**src/rtl/lcd_pkg.sv**
```systemverilog
// rtl/lcd_pkg.sv - shared constants, state encodings and character map for the LCD value display
// Contents: HD44780 command bytes, top/byte-writer state enums, val_to_char().
package lcd_pkg;

    localparam logic [7:0] CMD_FUNC_SET = 8'h38;  // 8-bit bus, 2 lines, 5x8 font
    localparam logic [7:0] CMD_DISP_ON  = 8'h0C;  // display on, cursor off
    localparam logic [7:0] CMD_ENTRY    = 8'h06;  // increment, no shift
    localparam logic [7:0] CMD_CLEAR    = 8'h01;
    localparam logic [7:0] CMD_LINE1    = 8'h80;  // DDRAM address 0x00
    localparam logic [7:0] CMD_LINE2    = 8'hC0;  // DDRAM address 0x40
    localparam logic [7:0] CMD_SHIFT_L  = 8'h18;
    localparam logic [7:0] CMD_SHIFT_R  = 8'h1C;

    typedef enum logic [2:0] {
        ST_PWRUP,
        ST_INIT,
        ST_IDLE,
        ST_ADDR,
        ST_DATA,
        ST_LINE2,
        ST_SHIFT,
        ST_FIN
    } lcd_state_e;

    typedef enum logic [2:0] {
        W_IDLE,
        W_SETUP,
        W_PULSE,
        W_HOLD,
        W_WAIT
    } wr_state_e;

    // 0..9 -> '0'..'9', 10..31 -> 'A'..'V'
    function automatic logic [7:0] val_to_char(input logic [4:0] v);
        if (v < 5'd10) begin
            return 8'h30 + {3'b000, v};
        end
        return 8'h41 + {3'b000, v} - 8'd10;
    endfunction

endpackage

```
**src/rtl/lcd_byte_writer.sv**
```systemverilog
// rtl/lcd_byte_writer.sv - one LCD bus byte: SETUP, E pulse, HOLD, settle wait
// Ports: clk, rst (async active-low); req/rs/data/long_wait request a byte,
//        ack pulses in the last busy cycle; lcd_rs/lcd_e/lcd_db drive the bus.
module lcd_byte_writer
    import lcd_pkg::*;
#(
    parameter int EN_CYC  = 12,
    parameter int CMD_CYC = 2000,
    parameter int CLR_CYC = 82000,
    parameter int CNT_W   = 18
) (
    input  logic       clk,
    input  logic       rst,
    input  logic       req,
    input  logic       rs,
    input  logic [7:0] data,
    input  logic       long_wait,
    output logic       ack,
    output logic       lcd_rs,
    output logic       lcd_e,
    output logic [7:0] lcd_db
);

    // The accepting IDLE cycle is counted as the final settle cycle, so WAIT
    // itself lasts one cycle less and back-to-back bytes have no extra gap.
    localparam logic [CNT_W-1:0] EN_LAST  = CNT_W'(EN_CYC - 1);
    localparam logic [CNT_W-1:0] CMD_LAST = CNT_W'(CMD_CYC - 2);
    localparam logic [CNT_W-1:0] CLR_LAST = CNT_W'(CLR_CYC - 2);

    wr_state_e        state_q;
    logic [CNT_W-1:0] cnt_q;
    logic             long_q;
    logic             rs_q;
    logic             e_q;
    logic [7:0]       db_q;
    logic [CNT_W-1:0] wait_last;

    assign wait_last = long_q ? CLR_LAST : CMD_LAST;
    assign ack       = (state_q == W_WAIT) && (cnt_q == wait_last);

    assign lcd_rs = rs_q;
    assign lcd_e  = e_q;
    assign lcd_db = db_q;

    always_ff @(posedge clk or negedge rst) begin
        if (!rst) begin
            state_q <= W_IDLE;
            cnt_q   <= '0;
            long_q  <= 1'b0;
            rs_q    <= 1'b0;
            e_q     <= 1'b0;
            db_q    <= 8'h00;
        end else begin
            case (state_q)
                W_IDLE: begin
                    if (req) begin
                        rs_q    <= rs;
                        db_q    <= data;
                        long_q  <= long_wait;
                        state_q <= W_SETUP;
                    end
                end
                W_SETUP: begin
                    e_q     <= 1'b1;
                    cnt_q   <= '0;
                    state_q <= W_PULSE;
                end
                W_PULSE: begin
                    if (cnt_q == EN_LAST) begin
                        e_q     <= 1'b0;
                        cnt_q   <= '0;
                        state_q <= W_HOLD;
                    end else begin
                        cnt_q <= cnt_q + CNT_W'(1);
                    end
                end
                W_HOLD: begin
                    cnt_q   <= '0;
                    state_q <= W_WAIT;
                end
                W_WAIT: begin
                    if (cnt_q == wait_last) begin
                        state_q <= W_IDLE;
                    end else begin
                        cnt_q <= cnt_q + CNT_W'(1);
                    end
                end
                default: state_q <= W_IDLE;
            endcase
        end
    end

endmodule

```
**src/rtl/lcd_value_display.sv**
```systemverilog
// rtl/lcd_value_display.sv - HD44780 init, value-to-ASCII update and display shift sequencer
// Ports: clk, rst (async active-low); start/values request an update, shift_req/shift_dir
//        request a shift; ready/done status; RS/RW/E/DB drive the LCD bus (write only).
module lcd_value_display
    import lcd_pkg::*;
#(
    parameter int NUM_VALUES = 10,
    parameter int VAL_W      = 5,
    parameter int LINE_LEN   = 16,
    parameter int PWRUP_CYC  = 750000,
    parameter int EN_CYC     = 12,
    parameter int CMD_CYC    = 2000,
    parameter int CLR_CYC    = 82000
) (
    input  logic                        clk,
    input  logic                        rst,
    input  logic                        start,
    input  logic [NUM_VALUES*VAL_W-1:0] values,
    input  logic                        shift_req,
    input  logic                        shift_dir,
    output logic                        ready,
    output logic                        done,
    output logic                        RS,
    output logic                        RW,
    output logic                        E,
    output logic [7:0]                  DB
);

    localparam int MAX_A   = (PWRUP_CYC > CLR_CYC) ? PWRUP_CYC : CLR_CYC;
    localparam int MAX_B   = (CMD_CYC > EN_CYC) ? CMD_CYC : EN_CYC;
    localparam int MAX_CYC = (MAX_A > MAX_B) ? MAX_A : MAX_B;
    localparam int CNT_W   = $clog2(MAX_CYC) + 1;
    localparam int IDX_W   = $clog2(NUM_VALUES + 1);

    lcd_state_e                  state_q;
    logic [CNT_W-1:0]            cnt_q;
    logic [1:0]                  init_idx_q;
    logic [IDX_W-1:0]            idx_q;
    logic [IDX_W-1:0]            idx_d;
    logic [NUM_VALUES*VAL_W-1:0] snap_q;
    logic                        dir_q;
    logic                        ready_q;
    logic                        done_q;

    logic       wr_req;
    logic       wr_rs;
    logic [7:0] wr_data;
    logic       wr_long;
    logic       wr_ack;
    logic [4:0] cur_val;

    assign idx_d = idx_q + IDX_W'(1);

    // Byte to present is a pure function of the current state; the writer only
    // samples it while idle, so holding req high during a byte is harmless.
    always_comb begin
        wr_req  = 1'b0;
        wr_rs   = 1'b0;
        wr_data = 8'h00;
        cur_val = '0;
        for (int i = 0; i < NUM_VALUES; i++) begin
            if (idx_q == IDX_W'(i)) begin
                cur_val = 5'(snap_q[i*VAL_W +: VAL_W]);
            end
        end
        case (state_q)
            ST_INIT: begin
                wr_req = 1'b1;
                case (init_idx_q)
                    2'd0:    wr_data = CMD_FUNC_SET;
                    2'd1:    wr_data = CMD_DISP_ON;
                    2'd2:    wr_data = CMD_ENTRY;
                    default: wr_data = CMD_CLEAR;
                endcase
            end
            ST_ADDR: begin
                wr_req  = 1'b1;
                wr_data = CMD_LINE1;
            end
            ST_DATA: begin
                wr_req  = 1'b1;
                wr_rs   = 1'b1;
                wr_data = val_to_char(cur_val);
            end
            ST_LINE2: begin
                wr_req  = 1'b1;
                wr_data = CMD_LINE2;
            end
            ST_SHIFT: begin
                wr_req  = 1'b1;
                wr_data = dir_q ? CMD_SHIFT_R : CMD_SHIFT_L;
            end
            default: begin
                wr_req = 1'b0;
            end
        endcase
        wr_long = !wr_rs && (wr_data == CMD_CLEAR);
    end

    always_ff @(posedge clk or negedge rst) begin
        if (!rst) begin
            state_q    <= ST_PWRUP;
            cnt_q      <= '0;
            init_idx_q <= '0;
            idx_q      <= '0;
            snap_q     <= '0;
            dir_q      <= 1'b0;
            ready_q    <= 1'b0;
            done_q     <= 1'b0;
        end else begin
            case (state_q)
                ST_PWRUP: begin
                    if (cnt_q == CNT_W'(PWRUP_CYC - 1)) begin
                        cnt_q   <= '0;
                        state_q <= ST_INIT;
                    end else begin
                        cnt_q <= cnt_q + CNT_W'(1);
                    end
                end
                ST_INIT: begin
                    if (wr_ack) begin
                        if (init_idx_q == 2'd3) begin
                            state_q <= ST_IDLE;
                            ready_q <= 1'b1;
                        end else begin
                            init_idx_q <= init_idx_q + 2'd1;
                        end
                    end
                end
                ST_IDLE: begin
                    if (start) begin
                        snap_q  <= values;
                        idx_q   <= '0;
                        ready_q <= 1'b0;
                        state_q <= ST_ADDR;
                    end else if (shift_req) begin
                        dir_q   <= shift_dir;
                        ready_q <= 1'b0;
                        state_q <= ST_SHIFT;
                    end
                end
                ST_ADDR: begin
                    if (wr_ack) begin
                        state_q <= ST_DATA;
                    end
                end
                ST_DATA: begin
                    if (wr_ack) begin
                        idx_q <= idx_d;
                        if (idx_d == IDX_W'(NUM_VALUES)) begin
                            done_q  <= 1'b1;
                            state_q <= ST_FIN;
                        end else if ((NUM_VALUES > LINE_LEN) && (idx_d == IDX_W'(LINE_LEN))) begin
                            state_q <= ST_LINE2;
                        end
                    end
                end
                ST_LINE2: begin
                    if (wr_ack) begin
                        state_q <= ST_DATA;
                    end
                end
                ST_SHIFT: begin
                    if (wr_ack) begin
                        done_q  <= 1'b1;
                        state_q <= ST_FIN;
                    end
                end
                ST_FIN: begin
                    done_q  <= 1'b0;
                    ready_q <= 1'b1;
                    state_q <= ST_IDLE;
                end
                default: state_q <= ST_PWRUP;
            endcase
        end
    end

    lcd_byte_writer #(
        .EN_CYC  (EN_CYC),
        .CMD_CYC (CMD_CYC),
        .CLR_CYC (CLR_CYC),
        .CNT_W   (CNT_W)
    ) u_writer (
        .clk       (clk),
        .rst       (rst),
        .req       (wr_req),
        .rs        (wr_rs),
        .data      (wr_data),
        .long_wait (wr_long),
        .ack       (wr_ack),
        .lcd_rs    (RS),
        .lcd_e     (E),
        .lcd_db    (DB)
    );

    assign ready = ready_q;
    assign done  = done_q;
    assign RW    = 1'b0;

endmodule

```
**config.mk**
```make
export PLATFORM = sky130hd
export DESIGN_NAME = lcd_value_display
export DESIGN_NICKNAME = d
export VERILOG_FILES = /design/src/rtl/lcd_pkg.sv /design/src/rtl/lcd_byte_writer.sv /design/src/rtl/lcd_value_display.sv
export SDC_FILE = /design/constraint.sdc
export NUM_CORES = 1
export LEC_CHECK = 0
export BUFFER_PORTS_ARGS = -buffer_cell sky130_fd_sc_hd__buf_2
export CORE_MARGIN = 5
export CORE_UTILIZATION = 30
export CTS_BUF_LIST = sky130_fd_sc_hd__clkbuf_16
export CTS_CLUSTER_SIZE = 10
export DETAILED_ROUTE_END_ITERATION = 12
export PLACE_DENSITY = 0.55
export SLEW_MARGIN = 5
export SYNTH_ARGS = -nofsm -noshare
export SYNTH_HDL_FRONTEND = slang
export SYNTH_HIERARCHICAL = 1
export SYNTH_SLANG_ARGS = --single-unit
```
**constraint.sdc**
```tcl
create_clock -name clk -period 3.04 [get_ports clk]
set_input_delay 0.608 -clock clk [delete_from_list [all_inputs] [get_ports clk]]
set_output_delay 0.608 -clock clk [all_outputs]
set_load 0.02 [all_outputs]
```
==> results of run 1 <==
sequential cells by signal, indices dropped and copies added (netlist names):
name and cells:
snap_q 50, cnt_q 21, u_writer/cnt_q 21, u_writer/lcd_db 8
idx_q 4, state_q 3, u_writer/state_q 3, init_idx_q 2
dir_q 1, done 1, ready 1, u_writer/lcd_e 1
u_writer/lcd_rs 1, u_writer/long_q 1
Yosys cell counts, types with 3 or more instances:
master | instances | area [sq um]
a211oi_1 | 3 | 22.5
a21o_1 | 3 | 22.5
a21oi_1 | 25 | 125
a221oi_1 | 6 | 52.6
a22o_1 | 14 | 123
a2bb2oi_1 | 4 | 35.0
a31oi_1 | 3 | 18.8
a32oi_1 | 3 | 26.3
and3_1 | 19 | 119
buf_2 | 5 | 25.0
clkbuf_1 | 23 | 86.3
dfrtp_1 | 118 | 2950
ha_1 | 14 | 175
inv_1 | 19 | 71.3
mux2_2 | 58 | 653
mux2i_1 | 3 | 30.0
nand2_1 | 63 | 236
nand2b_1 | 5 | 31.3
nand3_1 | 22 | 110
nand3b_1 | 8 | 60.1
nand4_1 | 9 | 56.3
nor2_1 | 33 | 124
nor2b_1 | 18 | 113
nor3_1 | 12 | 60.1
nor3b_1 | 3 | 22.5
nor4_1 | 7 | 43.8
nor4b_1 | 4 | 35.0
o21ai_0 | 45 | 225
o21ai_2 | 5 | 43.8
o221ai_1 | 3 | 26.3
o311ai_0 | 5 | 43.8
o31ai_1 | 8 | 60.1
or3_1 | 6 | 37.5
xnor2_1 | 9 | 78.8
xor2_1 | 5 | 43.8
area by class of cell:
cell class	count	area share
clock buffer	17	0.0544
clock inverter	15	0.0184
inverter	19	0.00913
multi-input combinational	472	0.428
sequential	118	0.378
tap	275	0.0440
timing repair buffer	89	0.0679
power groups by stage:
stage	clock network [mW]	logic (mW)	registers (mW)
after floorplan	0	0.00310	1.60
after global placement	0	0.0797	1.60
after detailed placement	0	0.0795	1.60
after CTS	1.98	0.0794	1.57
after global routing	2.05	0.0877	1.57
final	1.93	0.0757	1.57
per-stage QoR:
stage                     utilization  cells  cell area [sq um]  hold slack, ps  total power, mW
after global routing            0.369   1005               7810             134             3.71
after detailed placement        0.342    973               7240             467             1.68
after CTS                       0.369   1005               7810             116             3.63
after global placement          0.342    973               7240             465             1.68
final                           0.369   1005               7810             123             3.58
after floorplan                     -    640               6490             312             1.60
cell families after synthesis:
group | Yosys count | share of synthesized area
DFF | 118 | 0.455
other | 1 | 0.000578
and+or+nand+nor | 223 | 0.184
adders and majority gates | 14 | 0.0270
xor gates and xnor gates | 14 | 0.0189
buffers and inverters | 50 | 0.0316
AOI/OAI and AO/OA | 159 | 0.178
muxes | 61 | 0.105
per-layer routing:
layer / wire length (microns) / vias to the layer above / GRT usage / part of all wire
li1: - / 2527 / - / -
met1: 8430 / 2521 / 0.195 / 0.51
met2: 7400 / 101 / 0.210 / 0.45
met3: 634 / 13 / 0.0377 / 0.038
met4: 156 / 0 / 0.0369 / 0.0094
met5: 0 / - / 0 / 0
path summary, 6_finish.rpt:
kind	endpoint	slack (ps)	depth (start not counted)
worst max-delay path	u_writer/lcd_db[1]	210	10
worst min-delay path	cnt_q[18]	120	1
worst max register to register	u_writer/lcd_db[1]	210	10
worst min register to register	cnt_q[20]	470	1
max in group asynchronous	snap_q[27]	2150	2
min in group clk	snap_q[11]	390	3
worst max-delay path, cell delays in order (launching register included):
cell and delay (ps):
dfrtp_1 470, inv_1 100, ha_1 280, nor2b_1 210, a221o_1 320, a211oi_1 300
nor2_1 190, a21oi_1 240, o21bai_1 90, a32o_1 260, mux2_2 250
repair_timing:
action,4_1_cts,5_1_grt
endpoints found under the setup margin,0,3
hold buffers,0,0
setup buffers,0,0
resized for setup,0,2
==> run_results.csv, run 1 <==
group,metric,value,unit
grt,grt_pass1_wl,27.0,mm
pwr,p_int,2.74,mW
sta,setup_slack,209,ps
floorplan,start_util,0.307,
cts,clock_path_buffers,2,
pwr,cellLeakagePower,3.50,nW
critical_path,rr_startpoint,"idx_q[0]",
cts,clock_latency,420,ps
cts,clk_pin_slew,60,ps
sta,clock_skew,7.95,ps
sta,fmax,353,MHz
pwr,switching_power,841,uW
logic_synthesis,syn_area,6490,sq um
grt,grtUsageTotal,0.138,
finish,drive_gt1_frac,0.277,
place,numPortBuffers,66,
critical_path,crit_arrival,3130,ps
place,dp_hpwl,12.1,mm
logic_synthesis,ys_types,71,
sta,worst_pin_slew,858,ps
finish,final_nets,786,
flow_run,cap_violations,0,
finish,mostFrequentLayoutCells,"dfrtp_1, buf_2, nand2_1",
detailed_routing,drc_errors,0,
finish,syn2layout_area_growth,20.4,%
cts,clock-sinks,118,
finish,final_common_cell,"dfrtp_1",
floorplan,row_count,53,
critical_path,crit_required,3340,ps
finish,antenna_cells,0,
sta,slew_violations,0,
finish,seq_area,2950,sq um
logic_synthesis,async_flop_share,1.00,
cts,clockRootBuffer,"clkbuf_16",
grt,grt_antenna_before_repair,0,
sta,fin_tns_setup,0,ps
floorplan,die_h,157,microns
detailed_routing,route.vias.total,5162,
pwr,p_per_area,458,nW/um^2
grt,overflow,0,
detailed_routing,firstDrtPassIters,5,
pwr,switching_share,0.235,
logic_synthesis,synth.avg_cell_area,10.1,sq um
sta,setup_viol,0,
logic_synthesis,ys_seq_area_frac,0.455,
pwr,vdd_drop_max,0.305,mV
sta,relSlewSlack,0.426,
finish,multiInputGateArea,3350,sq um
detailed_routing,wl_per_cell,16.5,microns
critical_path,path_class,"flop to flop",
sta,timing.final.crit_share,0.931,
place,place_congestion,0.829,
critical_path,crit_start,"idx_q[0]",
logic_synthesis,syn_inst,640,
status,status,"finished, final reports clean",
critical_path,critPathCaptureType,"flop",
logic_synthesis,syn_nets,709,
place,place_ws,152,ps
grt,grt_max_degree,60,
finish,nFillCells,2099,
sta,finalCriticalPeriod,2830,ps
hold_path,hold_class,"primary input to async pin",
cts,cts_made_buffers,17,
detailed_routing,post_drt_via_cell_ratio,5.14,
floorplan,core,21200,sq um
detailed_routing,wirelength,16.6,mm
logic_synthesis,ys.warnings.count,6,
pwr,p_comb_frac,0.021,
sta,hold_viol_final,0,
critical_path,crit_fanout,8,
grt,grt_pass1_vias,4973,
floorplan,die_area,24700,sq um
floorplan,fp.dieW,157,microns
logic_synthesis,synth_seq_cells,118,
cts,cts_tree,"built",
critical_path,cp-start-kind,"flop",
floorplan,pin_count,68,
logic_synthesis,synth-edff-count,0,
logic_synthesis,ys.flop_type,"dfrtp_1",
cts,htreeDepth,4,
sta,rsz0062_at_grt,"false",
pwr,power.share.clock,0.540,
detailed_routing,ant_nets,0,
detailed_routing,dr.first_iter.drc_count,334,
pwr,p_seq_frac,0.439,
(Power assumes the default switching activity.)
==> inputs of run 2 (changes only) <==
--- a/config.mk
+++ b/config.mk
@@ -7,11 +7,11 @@
 export LEC_CHECK = 0
 export BUFFER_PORTS_ARGS = -buffer_cell sky130_fd_sc_hd__buf_2
 export CORE_MARGIN = 5
-export CORE_UTILIZATION = 30
+export CORE_UTILIZATION = 40
 export CTS_BUF_LIST = sky130_fd_sc_hd__clkbuf_16
 export CTS_CLUSTER_SIZE = 10
 export DETAILED_ROUTE_END_ITERATION = 12
-export PLACE_DENSITY = 0.55
+export PLACE_DENSITY = 0.67
 export SLEW_MARGIN = 5
 export SYNTH_ARGS = -nofsm -noshare
 export SYNTH_HDL_FRONTEND = slang
==> run 2 against run 1 <==
Largest power group unchanged. Sequential cell count unchanged. Register-to-register slack worse by 100 ps. Utilization up 12 points. Worst hold slack better by 16 ps.
==> run_results.csv, run 2 (same netlist as run 1, synthesis figures left out) <==
group,metric,value,unit
sta,hold_viol_final,0,
place,placed_area,7160,sq um
floorplan,pin_count,68,
place,dp_hpwl,11.9,mm
sta,slew_violations,0,
critical_path,path_class,"flop to flop",
finish,final_cells,946,
critical_path,critical-path-slowest-cell,"dfrtp_2",
cts,clockRootBuffer,"clkbuf_16",
finish,final_common_cell,"dfrtp_1",
critical_path,crit_fanout,10,
finish,drive_gt1_frac,0.275,
critical_path,slowest_delay,410,ps
critical_path,crit_arrival,3240,ps
sta,timing.hold.ws,139,ps
floorplan,die_h,137,microns
cts,clk_pin_slew,60,ps
finish,nFillCells,1510,
cts,htreeDepth,4,
sta,clock_skew,9.33,ps
flow_run,cap_violations,0,
critical_path,crit_required,3340,ps
finish,mostFrequentLayoutCells,"dfrtp_1, buf_2, nand2_1",
cts,cts_tree,"built",
grt,grt_max_degree,57,
cts,post-cts-setup-buffer-count,0,
sta,worst_pin_slew,916,ps
floorplan,core,15900,sq um
floorplan,die_area,18900,sq um
finish,reg_top3,"snap_q x50, cnt_q x21, u_writer/cnt_q x21",
critical_path,critPathCaptureType,"flop",
grt,grtUsageTotal,0.183,
critical_path,cp_common_cell,"o221ai_1",
sta,relSlewSlack,0.387,
cts,clock_path_buffers,2,
cts,clock-sinks,118,
floorplan,row_count,46,
critical_path,cp-start-kind,"flop",
floorplan,start_util,0.409,
finish,largest_reg_flops,50,
detailed_routing,post_drt_via_cell_ratio,5.63,
pwr,p_per_area,459,nW/um^2
hold_path,hold_class,"primary input to async pin",
grt,grt_pass1_vias,5422,
grt,grt_antenna_before_repair,0,
detailed_routing,drc_errors,0,
detailed_routing,ant_nets,0,
grt,grt_pass1_wl,27.0,mm
critical_path,r2r_cells,11,
place,placedCellCount,914,
grt,overflow,0,
place,place_congestion,0.901,
critical_path,crit_chain,"inv_1 > ha_1 > buf_4 > a221oi_1 > o221ai_1 > o221ai_1 > nand4_1 > a21oi_2 > o21bai_1 > a32o_1 > mux2_2",
finish,final_nets,786,
pwr,vdd_drop_max,0.375,mV
finish,syn2layout_area_growth,19.2,%
sta,fmax,341,MHz
finish,top_register,"snap_q",
detailed_routing,wirelength,16.3,mm
cts,cts_made_buffers,17,
sta,timing.final.crit_share,0.964,
place,numPortBuffers,66,
detailed_routing,route.vias.total,5322,
finish,antenna_cells,0,
detailed_routing,wl_per_cell,17.2,microns
finish,final_area,7740,sq um
cts,clock_latency,420,ps
detailed_routing,firstDrtPassIters,5,
detailed_routing,dr.first_iter.drc_count,317,
pwr,cellLeakagePower,3.50,nW
sta,finalCriticalPeriod,2930,ps
status,status,"finished, final reports clean",
floorplan,fp.dieW,137,microns
sta,setup_viol,0,
[run 2: cell types whose count changed in the layout (fill, tap and decap cells not counted), sizes merged]
cell      change
clkinv        +2
clkinvlp      +1
bufinv        +1
inv           -4
[run 2: per-layer routing]
metal  up-vias  GRT usage  wire [microns]
li1       2520          -               -
met1      2621      0.234            7200
met2       160      0.297            7880
met3        21     0.0471             945
met4         0     0.0687             259
met5         -          0               0
[run 2: final cells by class]
cell class / count / area, sq um / area share
Timing Repair Buffer: 89 / 531 / 0.0686
Inverter: 19 / 71.3 / 0.00922
Multi-Input combinational cell: 472 / 3350 / 0.432
Tap cell: 216 / 270 / 0.0349
Sequential cell: 118 / 2960 / 0.382
Clock inverter: 15 / 140 / 0.0181
Clock buffer: 17 / 425 / 0.0550
[run 2: stage by stage]
stage | setup WS [ps] | util | power [mW] | setup TNS, ps
3_5_place_dp | 115 | 0.451 | 1.68 | 0
6_report | 109 | 0.487 | 3.55 | 0
3_3_place_gp | 254 | 0.451 | 1.67 | 0
2_1_floorplan | 376 | - | 1.60 | 0
4_1_cts | 90.3 | 0.487 | 3.60 | 0
5_1_grt | -4.09 | 0.487 | 3.67 | -4.09
[run 2: critical path, delay by kind of cell (launching register included)]
kind                       cells  cell delay (ps)
and+or+nand+nor                1              230
buffers and inverters          2              310
DFF                            1              410
adders and majority gates      1              300
AOI/OAI and AO/OA              6             1320
muxes                          1              260
[run 2: final timing paths]
| kind | startpoint | endpoint | slack [ps] |
|---|---|---|---|
| worst max register to register | idx_q[1] | u_writer/lcd_db[1] | 110 |
| min in group clk | values[12] | snap_q[12] | 400 |
| worst max-delay path | idx_q[1] | u_writer/lcd_db[1] | 110 |
| worst min-delay path | rst | snap_q[9] | 140 |
| worst min register to register | cnt_q[20] | cnt_q[20] | 470 |
| max in group asynchronous | rst | init_idx_q[0] | 2200 |
[run 2: power breakdown]
group          internal [mW]  leakage [nW]  switching [mW]  total [mW]
combinational         0.0295          1.66          0.0434      0.0729
sequential              1.57          1.57               0        1.57
clock                   1.19         0.265           0.719        1.91
[run 2: repair_timing]
action,4_1_cts,5_1_grt
gates resized for setup,0,5
hold buffers,0,0
endpoints found under the setup margin,0,4
